### src/rtl/fetch_queue_if.sv
// Fetch-queue bus bundle: instruction-memory request side, control inputs
// from the pipeline (hold / redirect) and the decode-facing output side.
// The master modport is the fetch queue itself; slave is its environment.
interface fetch_queue_if #(
    parameter int WIDTH = 32,
    parameter int DEPTH = 4
);
    localparam int CW = $clog2(DEPTH) + 1;

    // Instruction-memory request/ready handshake
    logic             imem_req;
    logic [WIDTH-1:0] imem_addr;
    logic             imem_ready;
    logic [WIDTH-1:0] imem_data;

    // Pipeline control
    logic             hold;
    logic             redirect;
    logic [WIDTH-1:0] redirect_pc;

    // Decode-facing valid/ready handshake and status
    logic             out_valid;
    logic             out_ready;
    logic [WIDTH-1:0] out_pc;
    logic [WIDTH-1:0] out_instr;
    logic [CW-1:0]    count;
    logic             misaligned;

    modport master (
        output imem_req, imem_addr, out_valid, out_pc, out_instr, count, misaligned,
        input  imem_ready, imem_data, hold, redirect, redirect_pc, out_ready
    );

    modport slave (
        input  imem_req, imem_addr, out_valid, out_pc, out_instr, count, misaligned,
        output imem_ready, imem_data, hold, redirect, redirect_pc, out_ready
    );
endinterface

### src/rtl/fetch_queue.sv
// Instruction-fetch front end: owns the fetch PC, requests words from
// instruction memory, buffers up to DEPTH {next_pc, instr} pairs and hands
// them to decode. A redirect flushes the queue and reloads the fetch PC.
module fetch_queue #(
    parameter int               WIDTH    = 32,
    parameter int               DEPTH    = 4,
    parameter logic [WIDTH-1:0] RESET_PC = '0,
    parameter int               PC_STEP  = 4
) (
    input logic            clk,
    input logic            reset,
    fetch_queue_if.master  bus
);
    localparam int               AW         = $clog2(DEPTH);
    localparam int               CW         = AW + 1;
    localparam logic [CW-1:0]    FULL_COUNT = CW'(DEPTH);
    localparam logic [WIDTH-1:0] STEP       = WIDTH'(PC_STEP);

    // Fetch mode is a pure function of hold; no extra bubble state exists.
    typedef enum logic {
        RUN  = 1'b0,
        HELD = 1'b1
    } mode_t;

    mode_t            mode;
    logic [WIDTH-1:0] fetch_pc;
    logic [WIDTH-1:0] next_pc;
    logic [AW-1:0]    rd_ptr;
    logic [AW-1:0]    wr_ptr;
    logic [CW-1:0]    count_q;
    logic             misaligned_q;
    logic             full;
    logic             empty;
    logic             push;
    logic             pop;
    logic             redirect_misaligned;

    logic [WIDTH-1:0] pc_mem    [DEPTH];
    logic [WIDTH-1:0] instr_mem [DEPTH];

    assign mode    = bus.hold ? HELD : RUN;
    assign full    = (count_q == FULL_COUNT);
    assign empty   = (count_q == '0);
    assign next_pc = fetch_pc + STEP;   // wraps silently modulo 2^WIDTH

    // Request depends only on registered occupancy, never on out_ready, so a
    // full queue stays silent even when decode pops in the same cycle.
    assign bus.imem_req  = !reset && (mode == RUN) && !bus.redirect && !full;
    assign bus.imem_addr = fetch_pc;

    assign push = bus.imem_req && bus.imem_ready;
    assign pop  = !empty && bus.out_ready;

    assign redirect_misaligned = ((bus.redirect_pc % STEP) != '0);

    // Head entry is forced to zero when empty so stale storage never leaks.
    assign bus.out_valid  = !empty;
    assign bus.out_pc     = empty ? '0 : pc_mem[rd_ptr];
    assign bus.out_instr  = empty ? '0 : instr_mem[rd_ptr];
    assign bus.count      = count_q;
    assign bus.misaligned = misaligned_q;

    // Fetch PC, queue pointers, occupancy and sticky misaligned flag.
    // NOTE: state registers use non-blocking assignments so every register
    // samples pre-edge values regardless of statement order.
    always_ff @(posedge clk or posedge reset) begin
        if (reset) begin
            fetch_pc     <= RESET_PC;
            rd_ptr       <= '0;
            wr_ptr       <= '0;
            count_q      <= '0;
            misaligned_q <= 1'b0;
        end else if (bus.redirect) begin
            // Redirect wins over any pop; no push can happen since imem_req=0.
            fetch_pc     <= bus.redirect_pc;
            rd_ptr       <= '0;
            wr_ptr       <= '0;
            count_q      <= '0;
            misaligned_q <= redirect_misaligned;
        end else begin
            if (push) begin
                fetch_pc <= next_pc;
                wr_ptr   <= wr_ptr + AW'(1);
            end
            if (pop) begin
                rd_ptr <= rd_ptr + AW'(1);
            end
            case ({push, pop})
                2'b10:   count_q <= count_q + CW'(1);
                2'b01:   count_q <= count_q - CW'(1);
                default: count_q <= count_q;
            endcase
        end
    end

    // Queue storage written at the tail on each transfer.
    // NOTE: storage is deliberately not reset; empty-queue output masking and
    // the pointer reset make its contents unobservable until written.
    always_ff @(posedge clk) begin
        if (push) begin
            pc_mem[wr_ptr]    <= next_pc;
            instr_mem[wr_ptr] <= bus.imem_data;
        end
    end
endmodule

### src/flat_wrapper.sv
// flat-port wrapper written by rule: the top's interface ports become plain ports
module fetch_queue_flat 
#(
    parameter int               WIDTH    = 32,
    parameter int               DEPTH    = 4,
    parameter logic [WIDTH-1:0] RESET_PC = '0,
    parameter int               PC_STEP  = 4
)
  (clk, reset, bus_imem_req, bus_imem_addr, bus_out_valid, bus_out_pc, bus_out_instr, bus_count, bus_misaligned, bus_imem_ready, bus_imem_data, bus_hold, bus_redirect, bus_redirect_pc, bus_out_ready);
  fetch_queue_if #(.WIDTH(WIDTH), .DEPTH(DEPTH)) bus_i ();
  input logic clk;
  input logic reset;
  output wire logic [$bits(bus_i.imem_req)-1:0] bus_imem_req;
  output wire logic [$bits(bus_i.imem_addr)-1:0] bus_imem_addr;
  output wire logic [$bits(bus_i.out_valid)-1:0] bus_out_valid;
  output wire logic [$bits(bus_i.out_pc)-1:0] bus_out_pc;
  output wire logic [$bits(bus_i.out_instr)-1:0] bus_out_instr;
  output wire logic [$bits(bus_i.count)-1:0] bus_count;
  output wire logic [$bits(bus_i.misaligned)-1:0] bus_misaligned;
  input wire logic [$bits(bus_i.imem_ready)-1:0] bus_imem_ready;
  input wire logic [$bits(bus_i.imem_data)-1:0] bus_imem_data;
  input wire logic [$bits(bus_i.hold)-1:0] bus_hold;
  input wire logic [$bits(bus_i.redirect)-1:0] bus_redirect;
  input wire logic [$bits(bus_i.redirect_pc)-1:0] bus_redirect_pc;
  input wire logic [$bits(bus_i.out_ready)-1:0] bus_out_ready;
  assign bus_imem_req = bus_i.imem_req;
  assign bus_imem_addr = bus_i.imem_addr;
  assign bus_out_valid = bus_i.out_valid;
  assign bus_out_pc = bus_i.out_pc;
  assign bus_out_instr = bus_i.out_instr;
  assign bus_count = bus_i.count;
  assign bus_misaligned = bus_i.misaligned;
  assign bus_i.imem_ready = bus_imem_ready;
  assign bus_i.imem_data = bus_imem_data;
  assign bus_i.hold = bus_hold;
  assign bus_i.redirect = bus_redirect;
  assign bus_i.redirect_pc = bus_redirect_pc;
  assign bus_i.out_ready = bus_out_ready;
  fetch_queue #(.WIDTH(WIDTH), .DEPTH(DEPTH), .RESET_PC(RESET_PC), .PC_STEP(PC_STEP)) u_core (.clk(clk), .reset(reset), .bus(bus_i));
endmodule
### config.mk
export PLATFORM = sky130hd
export DESIGN_NAME = fetch_queue_flat
export DESIGN_NICKNAME = d
export VERILOG_FILES = /design/src/rtl/fetch_queue_if.sv /design/src/rtl/fetch_queue.sv /design/src/flat_wrapper.sv
export SDC_FILE = /design/constraint.sdc
export NUM_CORES = 1
export LEC_CHECK = 0
export ABC_AREA = 1
export CORE_MARGIN = 10
export CORE_UTILIZATION = 45
export DETAILED_ROUTE_END_ITERATION = 16
export PLACE_DENSITY_LB_ADDON = 0.08
export SLEW_MARGIN = 30
export SYNTH_ARGS = -nofsm -noshare
export SYNTH_HDL_FRONTEND = slang
export SYNTH_SLANG_ARGS = --single-unit
### constraint.sdc
create_clock -name clk -period 3.5 [get_ports clk]
set_input_delay 0.525 -clock clk [delete_from_list [all_inputs] [get_ports clk]]
set_output_delay 0.525 -clock clk [all_outputs]
set_load 0.1 [all_outputs]
==> metrics.md <==
| Metric | Value |
|---|---|
| Outcome | completed |
| Vias | 8979 |
| Initial standard-cell utilization of the core | 0.4590 |
| Gate Count Post-Synth | 1210 |
| Switching Power | 0.002848 W |
| Warning count from the yosys run | 0 |
| Clock latency at the later pin of the worst-skew pair | 550 ps |
| Register-to-register setup slack | 1270 ps |
| DRC Markers | 0 |
| TritonCTS clock tree | yes |
| Async set-or-reset flop fraction in the synthesized netlist | 0.1351 |
| Std-Cell Rows | 61 |
| Final std cell area, no fill | 0.01687 mm² |
| First-pass GRT wire length | 51740 µm |
| Proportion of total power due to net switching | 0.2976 |
| Time the final worst path needs with I/O delays and setup | 2959 ps |
| Remaining global-route overflow | 0 |
| All-layer global routing usage | 0.1811 |
| Area of the multi-input gates | 0.003849 mm² |
| Share of layout cells above drive strength 1 | 0.1655 |
| Port-buffer cells | 171 |
| Via/cell ratio | 5.061 |
| Maximum Capacitance Violations | 0 |
| Count of antenna-violating nets left after detailed routing | 0 |
| Syn Area/Cell | 10.62 µm² |
| Utilization after layout | 0.6023 |
| Worst slack at placement | 533.9 ps |
| X dimension of the die | 189.0 µm |
| Via count of the first global-routing pass | 9255 |
| Deepest level of the CTS H-tree | 1 |
| Gates resized, CTS repair | 0 |
| # diodes | 0 |
| First-iteration detailed-routing DRC count | 581 |
| Delay of the slowest critical-path stage | 500 ps |
| Cell chosen for the clock root | sky130_fd_sc_hd__clkbuf_16 |
| Fillcell total | 2334 |
| Pin count of the biggest net entering global routing | 130 |
| Weighted congestion at the end of routability-driven global placement | 0.9209 |
| Critical path data arrival time | 2430 ps |
| Reg power frac | 0.421 |
| Max VDD drop | 429.9 µV |
| Final clock period utilization by the worst path | 0.8456 |
| Element type at the critical path start | register |
| Design internal power | 0.006721 W |
| Worst reg2reg path depth | 12 |
| Non-filler cells in the finished layout | 1774 |
| Area of placed instances | 0.01577 mm² |
| Area taken by flip-flops and latches | 0.008693 mm² |
| Part of the total power dissipated in combinational logic | 0.212 |
| Primary flip-flop cell chosen by synthesis mapping | sky130_fd_sc_hd__edfxtp_1 |
| Unrepaired setup endpoints after global routing | false |
| Drt first pass iters | 5 |
| Slowest cell on crit path | sky130_fd_sc_hd__dfrtp_4 |
| Cts hold-fix bufs | 0 |
| Post-synth net total | 1286 |
| Die Ht | 189.0 µm |
| Worst R2R Start | u_core.bus.count[1]$_DFFE_PP0P_ |
| Peak clock frequency supported by timing | 0.3379 GHz |
| Area grow syn2layout | 31.22% |
| Clock-pin transition on the worst setup and hold timing paths | 60 ps |
| End of the worst register-to-register path | u_core.bus.count[2]$_DFFE_PP0P_ |
| Cells along the critical path | clkinv_2 -> buf_4 -> o21ai_0 -> a21oi_1 -> buf_12 |
| Hold crit path type | in -> async |
| Number of buffers and inverters on the critical path | 3 |
| Std-Cell Core Area | 0.02801 mm² |
| Top fanout value on the critical path | 38 |
| Post-synth EDFFs | 256 |
| Leak | 6.235 nW |
| Part of the Yosys area used for sequential elements | 0.6758 |
| Detail-routed net length per standard cell | 18.38 µm |
| Transition time at the pin with the least slew margin | 1004 ps |
| Half-perimeter wire length after detailed placement | 20470 µm |
| Antenna violations before repair | 0 |
| Cell class contributing the biggest share of worst-path delay | buffers and inverters |
| Classification of the worst setup path | reg -> out |
| Final Setup Violations | 0 |
| Final Hold Vio Count | 0 |
| Library cells used by synthesis | 37 |
| Final max-slew violation count | 0 |
| Worst relative slew slack | 0.3288 |
| Clock network fraction of design power | 0.367 |
| Crit. End Element | output pin |
| Post-placement cell count | 1718 |
| Number of CTS-inserted buffers | 30 |
| Critical path required time | 2970 ps |
| Maximum clock skew at final layout | 14.76 ps |
| Drt total wl | 32600 µm |
| Final worst setup slack | 540.5 ps |
| Top-Level Pins | 172 |
| Setup Buffers After CTS | 0 |
| Die area | 0.03573 mm² |
| Cell area after synthesis | 0.01286 mm² |
| Total number of nets in the final design | 1448 |
| Count of state elements after synthesis | 296 |
| Power per unit of standard cell area | 567.2 mW/mm² |
| Clock tree buffer depth | 3 |
| Clock sinks | 296 |
cell usage after synthesis (3+ instances only):
| cell | instances | area share |
|---|---|---|
| sky130_fd_sc_hd__nand2_2 | 7 | 0.0034 |
| sky130_fd_sc_hd__nor2_4 | 4 | 0.0035 |
| sky130_fd_sc_hd__inv_1 | 56 | 0.016 |
| sky130_fd_sc_hd__xor2_2 | 6 | 0.0076 |
| sky130_fd_sc_hd__buf_1 | 12 | 0.0035 |
| sky130_fd_sc_hd__ha_1 | 5 | 0.0049 |
| sky130_fd_sc_hd__nand4_1 | 3 | 0.0015 |
| sky130_fd_sc_hd__inv_2 | 5 | 0.0015 |
| sky130_fd_sc_hd__nor3_1 | 3 | 0.0012 |
| sky130_fd_sc_hd__clkbuf_1 | 18 | 0.0053 |
| sky130_fd_sc_hd__buf_4 | 3 | 0.0018 |
| sky130_fd_sc_hd__edfxtp_1 | 256 | 0.60 |
| sky130_fd_sc_hd__nand2_1 | 196 | 0.057 |
| sky130_fd_sc_hd__a21oi_1 | 66 | 0.026 |
| sky130_fd_sc_hd__nand3_1 | 30 | 0.012 |
| sky130_fd_sc_hd__xnor2_1 | 4 | 0.0027 |
| sky130_fd_sc_hd__nor2_2 | 7 | 0.0034 |
| sky130_fd_sc_hd__buf_2 | 25 | 0.0097 |
| sky130_fd_sc_hd__o21ai_0 | 143 | 0.056 |
| sky130_fd_sc_hd__xor2_1 | 5 | 0.0034 |
| sky130_fd_sc_hd__dfrtp_1 | 40 | 0.078 |
| sky130_fd_sc_hd__nor2_1 | 294 | 0.086 |
cells in the final DEF (no fill, tap or decap), types with 6 or more instances in the layout:
master                              n
sky130_fd_sc_hd__o21ai_0          143
sky130_fd_sc_hd__clkdlybuf4s50_1  102
sky130_fd_sc_hd__clkbuf_16         31
sky130_fd_sc_hd__nor2_1           290
sky130_fd_sc_hd__xor2_2             6
sky130_fd_sc_hd__inv_1             54
sky130_fd_sc_hd__nor2_4             8
sky130_fd_sc_hd__nand2_1          196
sky130_fd_sc_hd__a21oi_2           49
sky130_fd_sc_hd__buf_4             24
sky130_fd_sc_hd__nor2_2             7
sky130_fd_sc_hd__clkbuf_1           6
sky130_fd_sc_hd__a21oi_1           17
sky130_fd_sc_hd__bufinv_16          8
sky130_fd_sc_hd__clkinv_1           8
sky130_fd_sc_hd__dfrtp_1           38
sky130_fd_sc_hd__buf_12            65
sky130_fd_sc_hd__nand2_2            7
sky130_fd_sc_hd__nand3_1           30
sky130_fd_sc_hd__edfxtp_1         256
how the worst max path moves through the flow:
stage                                                from                          endpoint  slack [ps]  cells past startpoint
after floorplan           u_core.bus.count[1]$_DFFE_PP0P_  u_core.instr_mem[0][0]$_DFFE_PP_       -1070                      4
after global placement                       bus_redirect   u_core.bus.count[2]$_DFFE_PP0P_         580                     14
after detailed placement                     bus_redirect   u_core.bus.count[2]$_DFFE_PP0P_         530                     14
after CTS                    u_core.rd_ptr[0]$_DFFE_PP0P_                  bus_out_instr[3]         470                      5
after global routing         u_core.rd_ptr[0]$_DFFE_PP0P_                  bus_out_instr[3]         320                      5
final                        u_core.rd_ptr[0]$_DFFE_PP0P_                  bus_out_instr[3]         540                      5
kinds of logic after synthesis:
| logic type | Yosys count | synth area share |
|---|---|---|
| flops | 296 | 0.6758 |
| buf+inv | 126 | 0.04185 |
| simple gates | 555 | 0.1784 |
| xor+xnor | 16 | 0.01499 |
| compound gates | 211 | 0.08253 |
| fa+ha+maj | 6 | 0.006423 |
power by group through the flow:
stage / clock network, W / logic [W] / registers (W)
after floorplan: 0 / 0.00106 / 0.00436
after global placement: 0 / 0.00203 / 0.00410
after detailed placement: 0 / 0.00204 / 0.00410
after CTS: 0.00359 / 0.00204 / 0.00402
after global routing: 0.00372 / 0.00213 / 0.00403
final: 0.00352 / 0.00203 / 0.00403
routing by layer:
layer / part of all wire / track usage
met2: 0.48 / 0.3018
met4: 0.019 / 0.05220
met5: 0 / 0
met1: 0.44 / 0.2347
met3: 0.060 / 0.03638
per-stage QoR:
stage | setup TNS, ps | hold WS [ps] | power [W]
detailed placement | 0 | 502.0 | 0.006136
CTS | 0 | 470.2 | 0.009655
global placement | 0 | 511.7 | 0.006126
global route | 0 | 489.1 | 0.009886
finish | 0 | 469.1 | 0.009569
floorplan | -273420 | 497.5 | 0.005420
area by class of cell:
| cell class | count | area share |
|---|---|---|
| sequential | 296 | 0.5153 |
| multi-input combinational | 788 | 0.2281 |
| timing repair buffer | 191 | 0.1483 |
| clock buffer | 38 | 0.04813 |
| tap | 378 | 0.02804 |
| clock inverter | 18 | 0.01713 |
| inverter | 65 | 0.01491 |
state kept, by name, indices dropped and copies added (netlist names):
name,cells
u_core.instr_mem,128
u_core.wr_ptr,2
u_core.bus.imem_addr,32
u_core.rd_ptr,2
u_core.bus.count,3
u_core.bus.misaligned,1
u_core.pc_mem,128
worst register-to-register path, delay by kind of cell, from the launching register on:
family / cells / cell delay [ps]
XOR/XNOR: 1 / 190
AND/OR/NAND/NOR: 8 / 900
buffers and inverters: 2 / 150
flip-flops: 1 / 510
adder cells (fa/ha/maj): 1 / 390
(Power assumes the default switching activity.)
==> RTL edit (same settings) <==
Reset style: synchronous (`reset`), changed in one clocked block.
--- a/src/rtl/fetch_queue.sv
+++ b/src/rtl/fetch_queue.sv
@@ -64,5 +64,5 @@
     // NOTE: state registers use non-blocking assignments so every register
     // samples pre-edge values regardless of statement order.
-    always_ff @(posedge clk or posedge reset) begin
+    always_ff @(posedge clk) begin
         if (reset) begin
             fetch_pc     <= RESET_PC;
Function: differs if reset is asserted again (counterexample within 4 cycles, from zero or initial values and one cycle with reset high); with reset held inactive, the same outputs for 4 cycles.
==> RTL edit against the unedited design <==
  * Synthesized cell count rose by 0.74%
  * Setup slack better by 0.060 ns
  * Final area shrank 1.4%
  * Area after synthesis down 1.2%
  * Routed wire length decreased by 2.7%
  * Sequential cell count rose by 2
  * Count of clock-buffer cells in the layout is 1 higher
  * Via count fell by 0.25%
  * Clock skew rose by 0.0019 ns
  * Hold slack worse by 0.0062 ns
Power is not compared: it rests on default switching activity, and its combinational part moved more than twofold at a synthesized area within 25%.
==> RTL edit: results (changes against the unedited design) <==
| Metric | Value |
|---|---|
| Worst slew pin tran | `1.011 ns (was 1.004 ns)` |
| Detailed Route Iter0 Violations | `570 (was 581)` |
| Met2 WL post-DR | `15.12 mm (was 15.60 mm)` |
| CP max stage cell | `clkinv_2 (was dfrtp_4)` |
| Final non-filler cell total | `1779 (was 1774)` |
| DRT met1 WL | `14.21 mm (was 14.41 mm)` |
| Synth top area cells | `edfxtp_1 61%, nor2_1 8.8%, dfxtp_1 6.6% (was edfxtp_1 60%, nor2_1 8.6%, dfrtp_1 7.8%)` |
| Post-Syn Area per Cell | `10.42 sq um (was 10.62 sq um)` |
| Clk_skew | `0.01667 ns (was 0.01476 ns)` |
| Sequential area share after synthesis | `67.13% (was 67.58%)` |
| Total power | `approximately 7700 uW` |
| Syn nets | `1296 (was 1286)` |
| Hold Worst Slack | `0.4629 ns (was 0.4691 ns)` |
| Reg2reg setup slack | `1.38 ns (was 1.27 ns)` |
| Layout cells sized above 1 | `15.35% (was 16.55%)` |
| Reg2reg path depth | `10 (was 12)` |
| CP arrival | `2.37 ns (was 2.43 ns)` |
| Fill cells | `2244 (was 2334)` |
| Outcome | `finished, final reports clean (unchanged)` |
| Post-synth top cells | `299 x nor2_1, 256 x edfxtp_1, 161 x nand2_1 (was 294 x nor2_1, 256 x edfxtp_1, 196 x nand2_1)` |
| Async SR Flop Fraction | `0% (was 13.51%)` |
| Worst Setup EP | `bus_out_pc[16] (was bus_out_instr[3])` |
| FF-to-FF End | `u_core.bus.count[2] (unchanged)` |
| Met3 WL | `1.847 mm (was 1.965 mm)` |
| Vias per inst | `5.035 (was 5.061)` |
| First-pass GRT wire length | `50.56 mm (was 51.74 mm)` |
| GPL Wtd Cong | `0.8644 (was 0.9209)` |
| Post-synthesis adder-cell area fraction | `0.7485% (was 0.6423%)` |
| Layout net count | `1456 (was 1448)` |
| Cell Area, Placed | `15670 sq um (was 15770 sq um)` |
| Total CTS buffers | `31 (was 30)` |
| Total GRT Usage | `17.66% (was 18.11%)` |
| Crit-path max FO | `40 (was 38)` |
| Largest net degree at the start of global routing | `65 (was 130)` |
-- RTL edit: cell types whose count changed after synthesis, sizes merged, moves of 4 or more --
cell,before,now
a21oi,66,92
a31oi,0,4
clkbuf,19,24
dfrtp,40,0
dfxtp,0,42
inv,62,68
nand2,205,169
-- RTL edit: routing by layer --
| metal | vias to the layer above | GRT usage [%] |
|---|---|---|
| li1 | 4447 | - |
| met1 | 4266 | 23.12 |
| met2 | 207 | 29.64 |
| met3 | 37 | 3.506 |
| met4 | 0 | 3.908 |
| met5 | - | 0 |
-- RTL edit: area by class of cell --
class	count	area (sq um)	area share, %
Multi-Input combinational cell	790	3866	23.24
Sequential cell	298	8533	51.30
Clock buffer	39	805.8	4.844
Inverter	68	256.5	1.542
Tap cell	378	473.0	2.843
Clock inverter	16	163.9	0.9854
Timing Repair Buffer	190	2535	15.24
-- RTL edit: critical path: cells and delay by family (launching register included) --
| family | cells | cell delay, ns |
|---|---|---|
| compound gates | 2 | 0.40 |
| buf+inv | 3 | 1.07 |
| flops | 1 | 0.35 |
